<file path="src/rtl/balanca_pkg.sv">
// Shared definitions for the weighing datapath.
// Sample width, factory tare and tare-acquisition FSM states.
package balanca_pkg;

    localparam int W = 12;
    localparam logic [W-1:0] TARA_DEFAULT = 12'd40;

    typedef enum logic [1:0] {
        IDLE,
        REF,
        CHECK
    } estado_t;

endpackage

</file>
<file path="src/rtl/detetor_flanco.sv">
// Rising-edge detector for debounced operator buttons.
// Emits a one-cycle registered pulse on a 0->1 transition.
module detetor_flanco (
    input  logic clk,
    input  logic rst,
    input  logic sinal,
    output logic flanco
);

    logic prev_q;
    logic flanco_q;

    always_ff @(posedge clk) begin
        if (rst) begin
            prev_q   <= 1'b0;
            flanco_q <= 1'b0;
        end else begin
            prev_q   <= sinal;
            flanco_q <= sinal & ~prev_q;
        end
    end

    assign flanco = flanco_q;

endmodule

</file>
<file path="src/rtl/tara_controller.sv">
// Tare acquisition sequencer and net-weight path.
// Captures a stable gross reading as tare; nets every valid sample.
module tara_controller
    import balanca_pkg::*;
#(
    parameter int N_STABLE    = 4,
    parameter int TOL         = 2,
    parameter int MAX_SAMPLES = 16
) (
    input  logic         clk,
    input  logic         rst,
    input  logic [W-1:0] peso_bruto,
    input  logic         peso_valido,
    input  logic         btn_tara,
    input  logic         btn_limpa,
    output logic [W-1:0] taracabo,
    output logic [W-1:0] peso_liquido,
    output logic         liquido_valido,
    output logic         negativo,
    output logic         ocupado,
    output logic         tara_ok,
    output logic         tara_erro
);

    localparam int CW = $clog2(MAX_SAMPLES + 1);

    logic req_tara;
    logic req_limpa;

    estado_t      state_q, state_d;
    logic [W-1:0] ref_q, ref_d;
    logic [CW-1:0] samp_q, samp_d;
    logic [CW-1:0] stab_q, stab_d;
    logic [W-1:0] tara_q, tara_d;
    logic         ok_q, ok_d;
    logic         erro_q, erro_d;
    logic [W-1:0] liq_q, liq_d;
    logic         neg_q, neg_d;
    logic         lv_q;
    logic [W-1:0] dev;

    detetor_flanco u_flanco_tara (
        .clk    (clk),
        .rst    (rst),
        .sinal  (btn_tara),
        .flanco (req_tara)
    );

    detetor_flanco u_flanco_limpa (
        .clk    (clk),
        .rst    (rst),
        .sinal  (btn_limpa),
        .flanco (req_limpa)
    );

    // Magnitude as larger minus smaller, so it never wraps
    assign dev = (peso_bruto >= ref_q) ? (peso_bruto - ref_q)
                                       : (ref_q - peso_bruto);

    always_comb begin
        state_d = state_q;
        ref_d   = ref_q;
        samp_d  = samp_q;
        stab_d  = stab_q;
        tara_d  = tara_q;
        ok_d    = 1'b0;
        erro_d  = 1'b0;
        unique case (state_q)
            IDLE: begin
                if (req_tara) begin
                    state_d = REF;
                    samp_d  = '0;
                    stab_d  = '0;
                end
            end
            REF: begin
                if (peso_valido) begin
                    ref_d   = peso_bruto;
                    samp_d  = CW'(1);
                    stab_d  = CW'(1);
                    state_d = CHECK;
                end
            end
            CHECK: begin
                if (peso_valido) begin
                    samp_d = samp_q + CW'(1);
                    if (dev <= W'(TOL)) begin
                        stab_d = stab_q + CW'(1);
                    end else begin
                        ref_d  = peso_bruto;
                        stab_d = CW'(1);
                    end
                    if (stab_d == CW'(N_STABLE)) begin
                        tara_d  = ref_d;
                        ok_d    = 1'b1;
                        state_d = IDLE;
                    end else if (samp_d == CW'(MAX_SAMPLES)) begin
                        erro_d  = 1'b1;
                        state_d = IDLE;
                    end
                end
            end
            default: state_d = IDLE;
        endcase
        // Clear overrides everything, including a same-cycle tare request
        if (req_limpa) begin
            state_d = IDLE;
            tara_d  = TARA_DEFAULT;
            ok_d    = 1'b0;
            erro_d  = 1'b0;
        end
    end

    always_comb begin
        liq_d = liq_q;
        neg_d = neg_q;
        if (peso_valido) begin
            if (peso_bruto >= tara_q) begin
                liq_d = peso_bruto - tara_q;
                neg_d = 1'b0;
            end else begin
                liq_d = '0;
                neg_d = 1'b1;
            end
        end
    end

    always_ff @(posedge clk) begin
        if (rst) begin
            state_q <= IDLE;
            ref_q   <= '0;
            samp_q  <= '0;
            stab_q  <= '0;
            tara_q  <= TARA_DEFAULT;
            ok_q    <= 1'b0;
            erro_q  <= 1'b0;
            liq_q   <= '0;
            neg_q   <= 1'b0;
            lv_q    <= 1'b0;
        end else begin
            state_q <= state_d;
            ref_q   <= ref_d;
            samp_q  <= samp_d;
            stab_q  <= stab_d;
            tara_q  <= tara_d;
            ok_q    <= ok_d;
            erro_q  <= erro_d;
            liq_q   <= liq_d;
            neg_q   <= neg_d;
            lv_q    <= peso_valido;
        end
    end

    assign taracabo       = tara_q;
    assign peso_liquido   = liq_q;
    assign liquido_valido = lv_q;
    assign negativo       = neg_q;
    assign ocupado        = (state_q != IDLE);
    assign tara_ok        = ok_q;
    assign tara_erro      = erro_q;

endmodule

</file>
<file path="config.mk">
export PLATFORM = sky130hd
export DESIGN_NAME = tara_controller
export DESIGN_NICKNAME = d
export VERILOG_FILES = /design/src/rtl/balanca_pkg.sv /design/src/rtl/detetor_flanco.sv /design/src/rtl/tara_controller.sv
export SDC_FILE = /design/constraint.sdc
export NUM_CORES = 1
export LEC_CHECK = 0
export CORE_ASPECT_RATIO = 1.5
export CORE_MARGIN = 2
export CORE_UTILIZATION = 57
export CTS_CLUSTER_SIZE = 16
export DETAILED_ROUTE_END_ITERATION = 12
export HOLD_SLACK_MARGIN = 0.12
export PLACE_DENSITY = 0.92
export SYNTH_ARGS = -nofsm -noshare
export SYNTH_HDL_FRONTEND = slang
export SYNTH_SLANG_ARGS = --single-unit
export TNS_END_PERCENT = 30
</file>
<file path="constraint.sdc">
create_clock -name clk -period 3.7 [get_ports clk]
set_input_delay 0.74 -clock clk [delete_from_list [all_inputs] [get_ports clk]]
set_output_delay 0.74 -clock clk [all_outputs]
set_load 0.01 [all_outputs]
</file>
==> reports/metrics.csv <==
metric,value,unit
clk_latency,0.33,ns
tns,0,ns
cts_buffers,5,
min_path_cells,1,
arrival,3.77,ns
critPathMaxFanout,6,
htreeDepth,2,
synth-edff-count,0,
globalRouteOverflowTotal,0,
dp_hpwl,9190,microns
fillers,447,
io_buffer_count,45,
syn_nets,568,
rows,37,
r2r-start,ref_q[0],
via_per_inst,6.04,
gp_congestion,0.968,
ys_ff_latch,56,
drive_above_1_share,19.4,%
antenna_left,0,
power_frac_seq,36.6,%
wl_per_cell,18.0,microns
worstMarginPinSlew,0.458,ns
synth.distinct_cells,62,
synth_top_area_share,27.5,%
post_dp_cell_area,4990,sq um
drc,0,
async_flop_share,0,%
grt_util_all_layers,32.1,%
critPathKind,in2reg,
dp_slack,-0.501,ns
clkPwrFrac,25.5,%
synthCells,505,
core_area,6900,sq um
die-height,108,microns
finalCoreUtilization,77.1,%
wl,12300,microns
end_kind,flip-flop,
tritoncts,yes,
dpl.cell_count,672,
setup_viol_count_final,0,
combPwrFrac,37.9,%
grt_pass1_vias,4310,
die-area,7860,sq um
nets,666,
hold_ws,0.398,ns
area_growth,30.4,%
fin_skew,0.0109,ns
initial_core_util,59.2,%
slew_violations,0,
synthFlopType,dfxtp_1,
synth.most_common_cell,nor2_1,
sw_frac_of_total,32.5,%
setup_ws,0.129,ns
vias,4112,
postLayoutCellArea,5320,sq um
status,"finished, final reports clean",
ctsHoldBuffers,0,
post-route-period-util,96.5,%
max-cap-violations,0,
grt_antenna_before_repair,0,
ys_seq_area_share,27.5,%
critical_path_required,3.90,ns
worstRegToRegCells,14,
ios,46,
design_power_total,1.82,mW
avgSynthCellArea,8.08,sq um
initialDrtViolationCount,274,
final_hold_viol_count,0,
intPower,1.23,mW
min-delay-start,u_flanco_limpa.prev_q,
syn_area,4080,sq um
antenna_cells,0,
die_x,73.1,microns
startpoint,peso_bruto[0],
numClockSinks,56,
cts_root_buf,clkbuf_8,
first_pass_iters,5,
irDropWorstVdd,400,uV
grt_max_degree,39,
p_switching,0.592,mW
power_density,342,nW/um^2
grt_first_pass_wirelength,19700,microns
clkTransAtPathRegs,0.09,ns
min_period,3.57,ns
min_path_type,reg2reg,
start_kind,input pin,
clockBufferDepth,2,
p_leak,2.20,nW
ys_top_cells_by_area,"dfxtp_1, ha_1, mux2i_1, nor2_1, a21oi_1",
yosysWarningCount,0,
ys_top_cells_by_count,"nor2_1, dfxtp_1, inv_1",
slew_headroom,69.3,%
fmax,280,MHz
layoutNonFillerInstCount,681,
synth_top_area_cell,dfxtp_1,
## layout by cell type, fill, tap and decap left out, drive strengths merged, types with 3 or more instances in the layout
master,netlist,layout
nand3b,3,3
clkdlybuf4s50,0,40
xnor2,10,10
xor2,9,9
or2,6,6
ha,43,43
a31oi,5,5
buf,10,68
nand4,7,7
o21ai,21,21
dlymetal6s2s,0,3
dfxtp,56,56
a21o,7,7
clkbuf,13,5
fa,3,3
and4,4,4
inv,46,46
o211ai,7,7
mux2i,26,26
nor3,8,8
nor2,65,65
a211oi,4,4
o22ai,4,4
nand2,31,31
nor4,4,4
nor2b,19,19
o21a,5,5
nand3,8,8
o2111ai,3,3
nand2b,10,10
a21oi,40,40
o211a,2,3
## power groups by stage
| stage | Clock (mW) | Combinational (mW) | Sequential (mW) |
|---|---|---|---|
| after detailed placement | 0 | 0.617 | 0.678 |
| final | 0.465 | 0.690 | 0.668 |
| after global routing | 0.483 | 0.740 | 0.671 |
| after floorplan | 0 | 0.383 | 0.672 |
| after global placement | 0 | 0.598 | 0.674 |
| after CTS | 0.464 | 0.640 | 0.664 |
## state kept, by name, summed over array words and instances, names as in the netlist, 2 cells and up
signal / count
state_q: 2
samp_q: 5
stab_q: 5
ref_q: 12
taracabo: 12
peso_liquido: 12
## kinds of logic after synthesis
| logic type | count (synthesis) | synth area share (%) |
|---|---|---|
| simple gates | 174 | 21.1 |
| compound gates | 114 | 18.2 |
| buf+inv | 69 | 7.67 |
| flops | 56 | 27.5 |
| fa+ha+maj | 46 | 14.7 |
| mux | 27 | 6.65 |
| xor+xnor | 19 | 4.26 |
## worst paths after layout
kind	to	slack (ns)
worst max-delay path	ref_q[11]	0.13
worst min-delay path	u_flanco_limpa.flanco	0.40
worst max register to register	taracabo[11]	0.50
worst min register to register	u_flanco_limpa.flanco	0.40
## metal layers
metal  GRT usage, %  up-vias  wire length (microns)
li1               -     1930                      -
met4           18.7        0                    657
met1           31.1     1971                   4460
met2           61.7      154                   6690
met5              0        -                      0
met3           4.21       57                    458
## layout make-up
cell class                      instances  area [sq um]  area share (%)
Tap cell                               78          97.6            1.83
Clock buffer                            5          68.8            1.29
Timing Repair Buffer                  113           981            18.4
Multi-Input combinational cell        381          2820            53.0
Sequential cell                        56          1120            21.1
Clock inverter                          2          60.1            1.13
Inverter                               46           173            3.24
## critical path: stages
cell and delay (ns):
dlygate4sd2_1 0.27, inv_1 0.08, ha_1 0.23, fa_1 0.39
nand2b_1 0.17, a21oi_2 0.20, o2111ai_2 0.19, o211a_4 0.21
mux2i_1 0.15, o211ai_1 0.14, xnor2_2 0.20, a41oi_2 0.29
buf_6 0.19, mux2i_4 0.25, nor2_1 0.07
## repair_timing
item,4_1_cts,5_1_grt
gates resized for setup,14,29
setup endpoints to repair,32,33
buffers inserted,1,0
pin swaps,4,6
gates cloned,1,0
Note: power is estimated with default switching activity, not from simulation.
